[src/rtl/symbol_depacketizer_pkg.sv]
// Shared encodings for the symbol depacketizer: mode select, FSM states,
// header field layout and helpers for header check and modulation choice.
package symbol_depacketizer_pkg;

    localparam logic [3:0] MODE_BPSK = 4'b0001;
    localparam logic [3:0] MODE_QPSK = 4'b0010;
    localparam logic [3:0] MODE_MIX  = 4'b0100;

    localparam logic [1:0] ST_IDLE  = 2'd0;
    localparam logic [1:0] ST_GUARD = 2'd1;
    localparam logic [1:0] ST_HDR   = 2'd2;
    localparam logic [1:0] ST_PLD   = 2'd3;

    localparam int HDR_SYMS    = 32;
    localparam int HDR_LEN_LSB = 16;
    localparam int HDR_MCS_LSB = 8;
    localparam int HDR_CHK_LSB = 0;

    localparam logic [7:0] MCS_BPSK     = 8'h00;
    localparam logic [7:0] MCS_QPSK     = 8'h01;
    localparam int         MCS_QPSK_BIT = 0;

    function automatic logic hdr_chk_ok(input logic [31:0] hdr);
        return hdr[HDR_CHK_LSB +: 8] ==
               (hdr[HDR_LEN_LSB+8 +: 8] ^ hdr[HDR_LEN_LSB +: 8] ^ hdr[HDR_MCS_LSB +: 8]);
    endfunction

    // Unknown mode codes fall back to header-selected modulation.
    function automatic logic pick_bpsk(input logic [3:0] mode, input logic [7:0] mcs);
        return (mode == MODE_BPSK) || ((mode != MODE_QPSK) && !mcs[MCS_QPSK_BIT]);
    endfunction

endpackage

[src/rtl/symbol_depacketizer_axis_word_fifo.sv]
// First-word-fall-through word FIFO; accepts a push while full when a pop
// frees a slot in the same cycle. Output reads as zero while empty.
module axis_word_fifo #(
    parameter int WIDTH = 8,
    parameter int DEPTH = 4
) (
    input  logic             clk,
    input  logic             rst_n,
    input  logic             push,
    input  logic [WIDTH-1:0] din,
    input  logic             pop,
    output logic [WIDTH-1:0] dout,
    output logic             full,
    output logic             empty
);
    localparam int AW = $clog2(DEPTH);

    logic [WIDTH-1:0] mem [DEPTH];
    logic [AW-1:0]    wr_ptr;
    logic [AW-1:0]    rd_ptr;
    logic [AW:0]      count;
    logic             do_push;
    logic             do_pop;

    assign empty   = (count == '0);
    assign full    = (count == (AW+1)'(DEPTH));
    assign do_pop  = pop & ~empty;
    assign do_push = push & (~full | do_pop);
    assign dout    = empty ? '0 : mem[rd_ptr];

    always_ff @(posedge clk or negedge rst_n) begin
        if (!rst_n) begin
            wr_ptr <= '0;
            rd_ptr <= '0;
            count  <= '0;
        end else begin
            if (do_push) wr_ptr <= wr_ptr + 1'b1;
            if (do_pop)  rd_ptr <= rd_ptr + 1'b1;
            count <= count + (AW+1)'(do_push) - (AW+1)'(do_pop);
        end
    end

    always_ff @(posedge clk) begin
        if (do_push) mem[wr_ptr] <= din;
    end

endmodule

[src/rtl/symbol_depacketizer.sv]
// Receive depacketizer: skips the training guard, parses the protected header
// and packs BPSK/QPSK payload symbols into AXI-Stream words via a small FIFO.
//
// state    | meaning
// ---------+-----------------------------------------------------------
// ST_IDLE  | waiting for a qualified BD_flag
// ST_GUARD | discarding the remaining training symbols
// ST_HDR   | shifting in 32 BPSK header symbols (len, mcs, chk)
// ST_PLD   | packing payload bits into words until 8*len bits are seen
module symbol_depacketizer
    import symbol_depacketizer_pkg::*;
#(
    parameter int BYTES            = 1,
    parameter int MAX_WINDOW_WIDTH = 8,
    parameter int GUARD_SYMS       = 30,
    parameter int LEN_WIDTH        = 16,
    parameter int FIFO_DEPTH       = 4
) (
    input  logic                        clk,
    input  logic                        rst_n,
    input  logic [MAX_WINDOW_WIDTH-1:0] RX_BD_WINDOW,
    input  logic [3:0]                  MODE_CTRL,
    input  logic                        BD_flag,
    input  logic                        BD_sgn,
    input  logic                        sym_valid,
    input  logic [1:0]                  in_QPSK,
    output logic [8*BYTES-1:0]          data_tdata,
    output logic [BYTES-1:0]            data_tkeep,
    output logic                        data_tvalid,
    input  logic                        data_tready,
    output logic                        data_tlast,
    output logic                        data_tuser,
    output logic                        busy,
    output logic                        pkt_done,
    output logic                        hdr_err,
    output logic                        ovf_err
);
    localparam int BITS = 8 * BYTES;
    localparam int CW   = $clog2(BITS) + 1;
    localparam int RW   = LEN_WIDTH + 3;
    localparam int GW   = MAX_WINDOW_WIDTH + 2;
    localparam int FW   = BITS + BYTES + 2;

    logic [1:0]       state;
    logic             sgn;
    logic             is_bpsk;
    logic [GW-1:0]    guard_cnt;
    logic [4:0]       hdr_cnt;
    logic [30:0]      hdr_sr;
    logic [RW-1:0]    rem_bits;
    logic [BITS-2:0]  pack;
    logic [CW-1:0]    wcnt;

    logic signed [GW-1:0] guard_len;
    logic             b_i;
    logic             b_q;
    logic [31:0]      hdr_next;
    logic [BITS-1:0]  pack_next;
    logic [CW-1:0]    wcnt_next;
    logic [RW-1:0]    rem_next;
    logic [BITS-1:0]  push_data;
    logic [BYTES-1:0] push_keep;
    logic             pld_last;
    logic             push;
    logic             fifo_full;
    logic             fifo_empty;
    logic [FW-1:0]    push_word;
    logic [FW-1:0]    pop_word;

    assign guard_len = $signed(GW'(GUARD_SYMS)) - $signed({2'b00, RX_BD_WINDOW});
    assign b_i       = in_QPSK[1] ^ sgn;
    assign b_q       = in_QPSK[0] ^ sgn;
    assign hdr_next  = {hdr_sr, b_i};

    always_comb begin
        pack_next = '0;
        wcnt_next = wcnt;
        rem_next  = rem_bits;
        if (is_bpsk || rem_bits == RW'(1)) begin
            pack_next = {pack, b_i};
            wcnt_next = wcnt + CW'(1);
            rem_next  = rem_bits - RW'(1);
        end else begin
            pack_next = {pack[BITS-3:0], b_i, b_q};
            wcnt_next = wcnt + CW'(2);
            rem_next  = rem_bits - RW'(2);
        end
    end

    assign pld_last = (rem_next == '0);
    assign push     = (state == ST_PLD) && sym_valid && ((wcnt_next == CW'(BITS)) || pld_last);

    // A short final word is left-justified so the first payload bit stays at the MSB.
    always_comb begin
        push_data = pack_next << (CW'(BITS) - wcnt_next);
        push_keep = '0;
        for (int i = 0; i < BYTES; i++) begin
            push_keep[BYTES-1-i] = (wcnt_next > CW'(8*i));
        end
    end

    assign push_word = {push_data, push_keep, pld_last, is_bpsk};

    always_ff @(posedge clk or negedge rst_n) begin
        if (!rst_n) begin
            state     <= ST_IDLE;
            sgn       <= 1'b0;
            is_bpsk   <= 1'b0;
            guard_cnt <= '0;
            hdr_cnt   <= '0;
            hdr_sr    <= '0;
            rem_bits  <= '0;
            pack      <= '0;
            wcnt      <= '0;
            pkt_done  <= 1'b0;
            hdr_err   <= 1'b0;
            ovf_err   <= 1'b0;
        end else begin
            pkt_done <= 1'b0;
            hdr_err  <= 1'b0;
            if (push && fifo_full && !data_tready) ovf_err <= 1'b1;
            if (sym_valid) begin
                case (state)
                    ST_IDLE: begin
                        if (BD_flag) begin
                            sgn       <= BD_sgn;
                            ovf_err   <= 1'b0;
                            guard_cnt <= guard_len;
                            hdr_cnt   <= '0;
                            state     <= (!guard_len[GW-1] && guard_len != '0) ? ST_GUARD : ST_HDR;
                        end
                    end
                    ST_GUARD: begin
                        if (guard_cnt == GW'(1)) state <= ST_HDR;
                        else                     guard_cnt <= guard_cnt - GW'(1);
                    end
                    ST_HDR: begin
                        hdr_sr  <= hdr_next[30:0];
                        hdr_cnt <= hdr_cnt + 5'd1;
                        if (hdr_cnt == 5'(HDR_SYMS - 1)) begin
                            if (!hdr_chk_ok(hdr_next)) begin
                                hdr_err  <= 1'b1;
                                pkt_done <= 1'b1;
                                state    <= ST_IDLE;
                            end else if (hdr_next[HDR_LEN_LSB +: 16] == '0) begin
                                pkt_done <= 1'b1;
                                state    <= ST_IDLE;
                            end else begin
                                is_bpsk  <= pick_bpsk(MODE_CTRL, hdr_next[HDR_MCS_LSB +: 8]);
                                rem_bits <= RW'({hdr_next[HDR_LEN_LSB +: 16], 3'b000});
                                pack     <= '0;
                                wcnt     <= '0;
                                state    <= ST_PLD;
                            end
                        end
                    end
                    default: begin
                        rem_bits <= rem_next;
                        if (push) begin
                            pack <= '0;
                            wcnt <= '0;
                        end else begin
                            pack <= pack_next[BITS-2:0];
                            wcnt <= wcnt_next;
                        end
                        if (pld_last) begin
                            pkt_done <= 1'b1;
                            state    <= ST_IDLE;
                        end
                    end
                endcase
            end
        end
    end

    axis_word_fifo #(
        .WIDTH (FW),
        .DEPTH (FIFO_DEPTH)
    ) u_fifo (
        .clk   (clk),
        .rst_n (rst_n),
        .push  (push),
        .din   (push_word),
        .pop   (data_tready),
        .dout  (pop_word),
        .full  (fifo_full),
        .empty (fifo_empty)
    );

    assign {data_tdata, data_tkeep, data_tlast, data_tuser} = pop_word;
    assign data_tvalid = ~fifo_empty;
    assign busy        = (state != ST_IDLE);

endmodule

[config.mk]
export PLATFORM = sky130hd
export DESIGN_NAME = symbol_depacketizer
export DESIGN_NICKNAME = d
export VERILOG_FILES = /design/src/rtl/symbol_depacketizer_pkg.sv /design/src/rtl/symbol_depacketizer_axis_word_fifo.sv /design/src/rtl/symbol_depacketizer.sv
export SDC_FILE = /design/constraint.sdc
export NUM_CORES = 1
export LEC_CHECK = 0
export CORE_MARGIN = 10
export CORE_UTILIZATION = 55
export CTS_BUF_LIST = sky130_fd_sc_hd__clkbuf_8 sky130_fd_sc_hd__clkbuf_16
export CTS_CLUSTER_DIAMETER = 100
export DETAILED_ROUTE_END_ITERATION = 10
export GPL_TIMING_DRIVEN = 0
export PLACE_DENSITY = 0.78
export SLEW_MARGIN = 20
export SYNTH_ARGS = -nofsm -noshare
export SYNTH_HDL_FRONTEND = slang
export SYNTH_SLANG_ARGS = --single-unit
[constraint.sdc]
create_clock -name clk -period 4.7 [get_ports clk]
set_input_delay 0.47 -clock clk [delete_from_list [all_inputs] [get_ports clk]]
set_output_delay 0.47 -clock clk [all_outputs]
set_load 0.01 [all_outputs]
==> results of run 1 <==
==> state kept, by name, indices dropped and copies added (netlist names), 2 cells and up <==
register and cells:
pack 7, u_fifo.count 3, wcnt 4, guard_cnt 10, u_fifo.wr_ptr 2, u_fifo.rd_ptr 2, rem_bits 19, hdr_cnt 5
hdr_sr 31, u_fifo.mem 44, state 2
==> cell families after synthesis <==
group           after synthesis  share of synthesized area
compound gates              160                      0.135
buf+inv                      60                     0.0318
fa+ha+maj                    19                     0.0330
simple gates                312                      0.207
mux                          28                     0.0573
xor+xnor                     47                     0.0553
flops                       134                      0.480
==> worst max-delay path, cell delays in order, from the launching register on <==
cell                        delay, ns
sky130_fd_sc_hd__dfrtp_1         0.38
sky130_fd_sc_hd__clkbuf_1        0.23
sky130_fd_sc_hd__inv_1           0.16
sky130_fd_sc_hd__ha_1            0.15
sky130_fd_sc_hd__buf_2           0.19
sky130_fd_sc_hd__nor2b_1         0.09
sky130_fd_sc_hd__or4_4           0.51
sky130_fd_sc_hd__a2bb2oi_1       0.22
sky130_fd_sc_hd__or2_1           0.28
sky130_fd_sc_hd__o31ai_1         0.22
sky130_fd_sc_hd__a21oi_1         0.14
sky130_fd_sc_hd__or3b_1          0.44
sky130_fd_sc_hd__buf_6           0.16
sky130_fd_sc_hd__a211oi_4        0.42
sky130_fd_sc_hd__and2_1          0.55
==> per-layer routing <==
metal / routed length [um] / up-vias / part of all wire
met5: 0 / - / 0
met1: 7340 / 2911 / 0.42
met2: 8740 / 185 / 0.50
met4: 223 / 0 / 0.013
met3: 1010 / 26 / 0.058
li1: - / 2840 / -
==> power by group through the flow <==
stage / Clock (mW) / Combinational (mW) / Sequential, mW
3_5_place_dp: 0 / 1.88 / 1.88
5_1_grt: 1.33 / 2.12 / 1.91
3_3_place_gp: 0 / 1.78 / 1.86
6_report: 1.26 / 1.90 / 1.87
2_1_floorplan: 0 / 1.36 / 1.81
4_1_cts: 1.27 / 1.89 / 1.86
==> placed cells by master, fill, tap and decap left out, types with 24 or more instances in the layout <==
| master | instances |
|---|---|
| sky130_fd_sc_hd__nor2_1 | 55 |
| sky130_fd_sc_hd__clkbuf_1 | 29 |
| sky130_fd_sc_hd__a21oi_1 | 48 |
| sky130_fd_sc_hd__clkdlybuf4s50_1 | 33 |
| sky130_fd_sc_hd__edfxtp_1 | 44 |
| sky130_fd_sc_hd__o21ai_0 | 48 |
| sky130_fd_sc_hd__dfrtp_1 | 90 |
| sky130_fd_sc_hd__inv_1 | 24 |
| sky130_fd_sc_hd__nand2_1 | 132 |
| sky130_fd_sc_hd__xnor2_1 | 28 |
==> how the worst min path moves through the flow <==
stage / start / end / slack [ns] / depth (start not counted)
2_1_floorplan: rst_n / guard_cnt[0] / 0.17 / 0
3_3_place_gp: u_fifo.count[2] / u_fifo.count[2] / 0.47 / 1
3_5_place_dp: rst_n / pack[0] / 0.31 / 1
4_1_cts: rst_n / pack[0] / 0.43 / 2
5_1_grt: rst_n / guard_cnt[3] / 0.46 / 2
6_report: rst_n / guard_cnt[9] / 0.44 / 2
==> cell usage after synthesis (all sizes together), types with 2 or more instances <==
| master | count |
|---|---|
| a211o | 2 |
| a211oi | 14 |
| a21oi | 50 |
| a22o | 5 |
| a22oi | 6 |
| a31oi | 5 |
| and2 | 18 |
| and3 | 6 |
| and4 | 2 |
| buf | 8 |
| clkbuf | 29 |
| dfrtp | 90 |
| edfxtp | 44 |
| ha | 18 |
| inv | 23 |
| mux2 | 4 |
| mux2i | 13 |
| mux4 | 11 |
| nand2 | 132 |
| nand2b | 5 |
| nand3 | 16 |
| nand3b | 2 |
| nand4 | 7 |
| nand4b | 2 |
| nor2 | 55 |
| nor2b | 12 |
| nor3 | 19 |
| nor3b | 4 |
| nor4 | 16 |
| nor4b | 2 |
| nor4bb | 2 |
| o2111ai | 2 |
| o21ai | 48 |
| o22a | 11 |
| o22ai | 2 |
| o31ai | 3 |
| or2 | 2 |
| or3 | 5 |
| or4 | 3 |
| xnor2 | 28 |
| xor2 | 19 |
==> area by class of cell <==
cell class / instances / area share
multi-input cells: 566 / 0.422
flip-flops and latches: 134 / 0.415
clock buffers: 18 / 0.0510
repair buffers: 36 / 0.0440
well taps: 176 / 0.0256
plain buffers: 37 / 0.0174
clock inverters: 14 / 0.0145
inverters: 23 / 0.0100
==> impl_results.md, run 1 <==
- Library cell used as clock root buffer: sky130_fd_sc_hd__clkbuf_16
- Clock slew at the register clock pins of the worst setup and hold paths: roughly 0.060 ns
- Met3 capacity usage during global routing: 0.0461
- Leakage power summed over all cells: around 3.5 nW
- Initial antenna violation count: 0
- Drt pass-1 iters: 5
- Final instance area: approximately 8600 sq um
- Share of power burned in the clock network: 0.250
- Fraction of final layout cells sized beyond drive strength 1: 0.0773
- Power density of the placed cells: 584 nW/um^2
- Met1 Use GR: 0.235
- Post-CTS repair timing setup buffer count: 0
- Routed WL: roughly 17 mm
- Final total power: 5.03 mW
- Die span in x: about 140 um
- Rows: 42
- Arrival time of the worst setup path: roughly 4.6 ns
- Global route total overflow: 0
- Total of buffers placed on input and output ports: 34
- GRT Max-Usage Layer: met2
- Setup WS pre-CTS: between 0.2 and 0.25 ns
- Flip-flop and latch area: roughly 3600 sq um
- Footprint of the multi-input gates: around 3600 sq um
- Fraction of met2 tracks used by global routing: 0.329
- Post-cts repair resize count: 0
- Total cell area at the placement stage: between 8000 and 9000 sq um
- Vertical die dimension: 136 um
- N_diodes: 0
- Launching element of the worst setup path: rem_bits[0]
- CTS hold repair buffers: 1
- Fmax: 221 MHz
- Launching point of the worst reg2reg path: rem_bits[0]
- Sink count of the clock tree: 134
- Crit start category: flip-flop
- Unrepaired setup endpoints after global routing: no
- Final Instance Count excl. Fillers: between 1000 and 1500
- Async set-or-reset flop fraction in the synthesized netlist: 0.672
- Sort of element at the end of the critical path: flip-flop
- Fillers: roughly 1100
- Number of unique standard cell types used by synthesis: 64
- Number of cells on the worst reg-to-reg path: 14
- Synth area leaders: sky130_fd_sc_hd__dfrtp_1 30%, sky130_fd_sc_hd__edfxtp_1 18%, sky130_fd_sc_hd__nand2_1 6.7%
- Post-synthesis sequential area ratio: 0.480
- Net count after synthesis: ~800
- Part of the total power dissipated in combinational logic: 0.379
- Highest net fanout along the worst path: 11
- Post-Syn Area per Cell: just under 10 sq um
- Pin count of the biggest net entering global routing: 80
- Htree depth: 4
- Required time at the worst-slack endpoint: 4.76 ns
- Fin nets: 854
- Area fraction of the dominant cell type after synthesis: 0.303
- Synth warn: 0
- Worst min path class: in2async
- CTS max path bufs: 2
- TritonCTS clock tree: built
- Number of maximum-capacitance constraint violations: 0
- Die ar.: 18600 sq um
- Mapped Cells: 760
- Final weighted congestion in routability-driven placement: 0.916
- Routed length per placed instance: around 17 um
- Cell accounting for the most synthesized area: sky130_fd_sc_hd__dfrtp_1
- Final cycle utilization of the critical path: 0.961
- WHS: roughly 0.44 ns
- Reg2Reg Capture Point: u_fifo.mem[1][8]
- Run status: completed
- Total CTS buffers: 17
- Destination of the critical timing path: u_fifo.mem[1][8]
- Vias/cell: slightly below 6
- Worst Skew: around 0.010 ns
- Psw: 1.90 mW
- Internal cell power: about 3.1 mW
- Effective utilization at floorplan: 0.562
- Wire length of the first global-routing pass: between 20 and 30 mm
- Final Max Tran Viols: 0
- Via count of the first global-routing pass: slightly below 6000
- R2R Setup Slk: about 0.18 ns
- Worst setup path class: reg2reg
- Number of endpoints with negative hold slack in the final report: 0
- Combined area of all synthesized cells: 7440 sq um
- Post-route setup slack: 0.182 ns
- Post-layout utilization of the core: 0.650
- Setup total negative slack: 0 ns
- Placeable core region: about 13000 sq um
- Slew of the pin with the lowest slew margin: 0.936 ns
- Combined global-route utilization of all metal layers: 0.193
- Part of the total power dissipated in sequential elements: 0.372
- Post-placement cell count: just under 1000
- Residual DRC count: 0
- Residual antenna-violating net count after detailed routing: 0
- HPWL after detailed placement: 12.3 mm
- Predominant post-synthesis flop cell: sky130_fd_sc_hd__dfrtp_1
- Latest clock arrival within the worst-skew pair: between 0.4 and 0.5 ns
- Drt first-iter violations: 410
- Maximum VDD drop: around 0.00036 V
- Count of boundary I/O pins: 36
- Max transition margin: 0.368
- Min Clock Period, post-route: approximately 4.5 ns
- Synth Register Bits: 134
- Number of vias after detailed routing: 5962
- Sw Ratio: 0.377
- EDFF count, synth: 44
- Layout overhead on the synthesized area: 15.7%
- Setup-failing EPs final: 0
(Power assumes the default switching activity.)
==> run 2: changes to the inputs <==
--- a/config.mk
+++ b/config.mk
@@ -10,6 +10,7 @@
 export CTS_BUF_LIST = sky130_fd_sc_hd__clkbuf_8 sky130_fd_sc_hd__clkbuf_16
 export CTS_CLUSTER_DIAMETER = 100
 export DETAILED_ROUTE_END_ITERATION = 10
+export GPL_ROUTABILITY_DRIVEN = 0
 export GPL_TIMING_DRIVEN = 0
 export PLACE_DENSITY = 0.78
 export SLEW_MARGIN = 20
==> run 2 against run 1 <==
- power increased by 2.5%
- worst setup slack improved by 0.13 ns
- sequential share of layout area decreased by 0.29 points
- register-to-register slack improved by 0.13 ns
- die area unchanged
- clock power increased by 9.5%
- fmax increased by 2.9%
- global-route usage decreased by 0.34 points
- final area increased by 0.71%
- sequential cell count unchanged
- clock-buffer cell count increased by 1
- critical path type unchanged
- largest power group unchanged
- highest routed layer unchanged
==> impl_results.md, run 2 (synthesis gave the netlist of run 1 again) <==
- Run status: completed (unchanged)
- Number of maximum-capacitance constraint violations: 0 (unchanged)
- Slew of the pin with the lowest slew margin: 0.866 ns (was 0.936 ns)
- Residual DRC count: 0 (unchanged)
- Number of flip-flops under the largest register name: 44 (unchanged)
- Pin count of the biggest net entering global routing: 51 (was 80)
- Number of vias after detailed routing: 5977 (was 5962)
- Setup total negative slack: 0 ns (unchanged)
- Required time at the worst-slack endpoint: 5.04 ns (was 4.76 ns)
- Worst Skew: 0.00692 ns (was 0.0104 ns)
- Global route total overflow: 0 (unchanged)
- Unrepaired setup endpoints after global routing: no (unchanged)
- R2R Setup Slk: 0.31 ns (was 0.18 ns)
- HPWL after detailed placement: 12.4 mm (was 12.3 mm)
- Wire length of the first global-routing pass: 28.5 mm (was 29.0 mm)
- Drt first-iter violations: 391 (was 410)
- Effective utilization at floorplan: 0.562 (unchanged)
- Fraction of final layout cells sized beyond drive strength 1: 0.0833 (was 0.0773)
- Routed length per placed instance: 17.1 um (was 17.2 um)
- Worst setup path class: reg2reg (unchanged)
- Htree depth: 4 (unchanged)
- Hold Path Sink: u_fifo.count[2]
- Top Registers: u_fifo.mem x44, hdr_sr x31, rem_bits x19 (unchanged)
- Total CTS buffers: 17 (unchanged)
- Number of cells on the worst reg-to-reg path: 17 (was 14)
- Worst min path class: reg2reg (was in2async)
- Library cell used as clock root buffer: sky130_fd_sc_hd__clkbuf_16 (unchanged)
- GRT Max-Usage Layer: met2 (unchanged)
- Sort of element at the end of the critical path: flip-flop (unchanged)
- Launching point of the worst reg2reg path: rem_bits[0] (unchanged)
- Die span in x: 136 um (unchanged)
- Final cycle utilization of the critical path: 0.934 (was 0.961)
- Die ar.: 18600 sq um (unchanged)
- Crit start category: flip-flop (unchanged)
- Met3 capacity usage during global routing: 0.0424 (was 0.0461)
- Arrival time of the worst setup path: 4.73 ns (was 4.58 ns)
- Drt pass-1 iters: 5 (unchanged)
- Initial antenna violation count: 0 (unchanged)
- Hold-critical path depth: 1
- Fmax: 228 MHz (was 221 MHz)
- Reg2Reg Capture Point: u_fifo.count[2] (was u_fifo.mem[1][8])
- CTS max path bufs: 2 (unchanged)
- Routed WL: 17.1 mm (was 17.3 mm)
- Clock slew at the register clock pins of the worst setup and hold paths: 0.06 ns (about the same)
- Fin nets: 854 (unchanged)
- Worst min-delay path startpoint: u_fifo.count[2]
- Most frequent cells in the layout: 132 x sky130_fd_sc_hd__nand2_1, 90 x sky130_fd_sc_hd__dfrtp_1, 55 x sky130_fd_sc_hd__nor2_1 (unchanged)
- Combined global-route utilization of all metal layers: 0.189 (was 0.193)
- Setup-failing EPs final: 0 (unchanged)
- Maximum VDD drop: 0.000271 V (was 0.000360 V)
- Residual antenna-violating net count after detailed routing: 0 (unchanged)
- Post-layout utilization of the core: 0.655 (was 0.650)
- Vertical die dimension: 136 um (unchanged)
- Count of boundary I/O pins: 36 (unchanged)
- Highest net fanout along the worst path: 9 (was 11)
- Met1 Use GR: 0.230 (was 0.235)
- Max transition margin: 0.415 (was 0.368)
- Final total power: 5.16 mW (was 5.03 mW)
- Via count of the first global-routing pass: 5911 (was 5897)
- Fraction of met2 tracks used by global routing: 0.321 (was 0.329)
- TritonCTS clock tree: built (unchanged)
- Total of buffers placed on input and output ports: 34 (unchanged)
- Sink count of the clock tree: 134 (unchanged)
- Register containing the most flip-flops in the final layout: u_fifo.mem (unchanged)
- Power density of the placed cells: 595 nW/um^2 (was 584 nW/um^2)
- Leakage power summed over all cells: 3.53 nW (was 3.49 nW)
- Fillers: 1015 (was 1078)
- Layout overhead on the synthesized area: 16.5% (was 15.7%)
- N_diodes: 0 (unchanged)
- Number of endpoints with negative hold slack in the final report: 0 (unchanged)
- Min Clock Period, post-route: 4.39 ns (was 4.52 ns)
- Latest clock arrival within the worst-skew pair: 0.42 ns (was 0.43 ns)
- Post-CTS repair timing setup buffer count: 0 (unchanged)
- Final Max Tran Viols: 0 (unchanged)
- Rows: 42 (unchanged)
- Vias/cell: 5.95 (was 5.94)
- Placeable core region: 13200 sq um (unchanged)
- Commonest non-fill, non-tap cell in the layout: sky130_fd_sc_hd__nand2_1 (unchanged)
[run 2: cell count changes in the layout (fill, tap and decap cells not counted)]
cell,before,now
sky130_fd_sc_hd__inv_6,3,4
sky130_fd_sc_hd__and2_1,18,14
sky130_fd_sc_hd__inv_1,24,23
sky130_fd_sc_hd__bufinv_16,1,3
sky130_fd_sc_hd__and2_2,0,4
sky130_fd_sc_hd__clkinvlp_4,5,2
sky130_fd_sc_hd__clkbuf_8,1,2
[run 2: layer usage]
metal  vias to the layer above  share of wire
met1                      2895           0.42
li1                       2826              -
met5                         -              0
met4                         0          0.017
met3                        28          0.065
met2                       228           0.50
[run 2: worst max path at each step]
stage / start / endpoint / slack [ns] / cells after the start
2_1_floorplan: rem_bits[0] / u_fifo.count[2] / 0.92 / 17
3_3_place_gp: rst_n / hdr_sr[5] / -0.26 / 1
3_5_place_dp: rem_bits[0] / u_fifo.mem[2][6] / 0.25 / 14
4_1_cts: rem_bits[0] / u_fifo.mem[0][7] / 0.22 / 14
5_1_grt: rem_bits[0] / u_fifo.count[2] / 0.001 / 17
6_report: rem_bits[0] / u_fifo.count[2] / 0.31 / 17
[run 2: through the flow]
step | instances | setup WS, ns | cell area [sq um] | hold WS [ns]
3_3_place_gp | 970 | -0.264 | 8000 | 0.471
2_1_floorplan | 760 | 0.924 | 7440 | 0.174
4_1_cts | 1004 | 0.223 | 8660 | 0.499
5_1_grt | 1004 | 0.00102 | 8670 | 0.512
6_report | 1004 | 0.309 | 8670 | 0.496
3_5_place_dp | 971 | 0.246 | 8030 | 0.426
[run 2: critical path: stages (launching register included)]
cell	delay, ns
sky130_fd_sc_hd__dfrtp_1	0.38
sky130_fd_sc_hd__clkbuf_1	0.22
sky130_fd_sc_hd__inv_1	0.15
sky130_fd_sc_hd__ha_1	0.16
sky130_fd_sc_hd__buf_2	0.19
sky130_fd_sc_hd__nor2b_1	0.09
sky130_fd_sc_hd__or4_4	0.52
sky130_fd_sc_hd__a2bb2oi_1	0.21
sky130_fd_sc_hd__or2_1	0.28
sky130_fd_sc_hd__o31ai_1	0.21
sky130_fd_sc_hd__a21oi_1	0.15
sky130_fd_sc_hd__or3b_1	0.43
sky130_fd_sc_hd__buf_6	0.16
sky130_fd_sc_hd__a211oi_4	0.41
sky130_fd_sc_hd__ha_1	0.24
sky130_fd_sc_hd__fa_1	0.19
sky130_fd_sc_hd__xor2_1	0.18
sky130_fd_sc_hd__xnor2_1	0.14
[run 2: power breakdown]
part / switching, mW / internal [mW]
sequential: 0.296 / 1.57
clock: 0.509 / 0.868
combinational: 1.09 / 0.821
[run 2: repair_timing]
action	4_1_cts	5_1_grt
endpoints found under the setup margin	0	44
hold buffers	1	0
gates resized for setup	0	4
endpoints found under the hold margin	40	0
[run 2: layout make-up]
| cell class | count | area (sq um) | area share |
|---|---|---|---|
| buffer | 37 | 150 | 0.0173 |
| clock buffer | 19 | 453 | 0.0522 |
| clock inverter | 13 | 168 | 0.0193 |
| tap | 176 | 220 | 0.0254 |
| inverter | 23 | 86.3 | 0.00996 |
| multi-input combinational | 566 | 3640 | 0.420 |
| timing repair buffer | 36 | 379 | 0.0437 |
| sequential | 134 | 3570 | 0.412 |
==> run 3: changes to the inputs <==
--- a/config.mk
+++ b/config.mk
@@ -5,6 +5,7 @@
 export SDC_FILE = /design/constraint.sdc
 export NUM_CORES = 1
 export LEC_CHECK = 0
+export CAP_MARGIN = 20
 export CORE_MARGIN = 10
 export CORE_UTILIZATION = 55
 export CTS_BUF_LIST = sky130_fd_sc_hd__clkbuf_8 sky130_fd_sc_hd__clkbuf_16
==> results of run 3 <==
No change in the layout: final DEF, timing and power equal those of run 2.
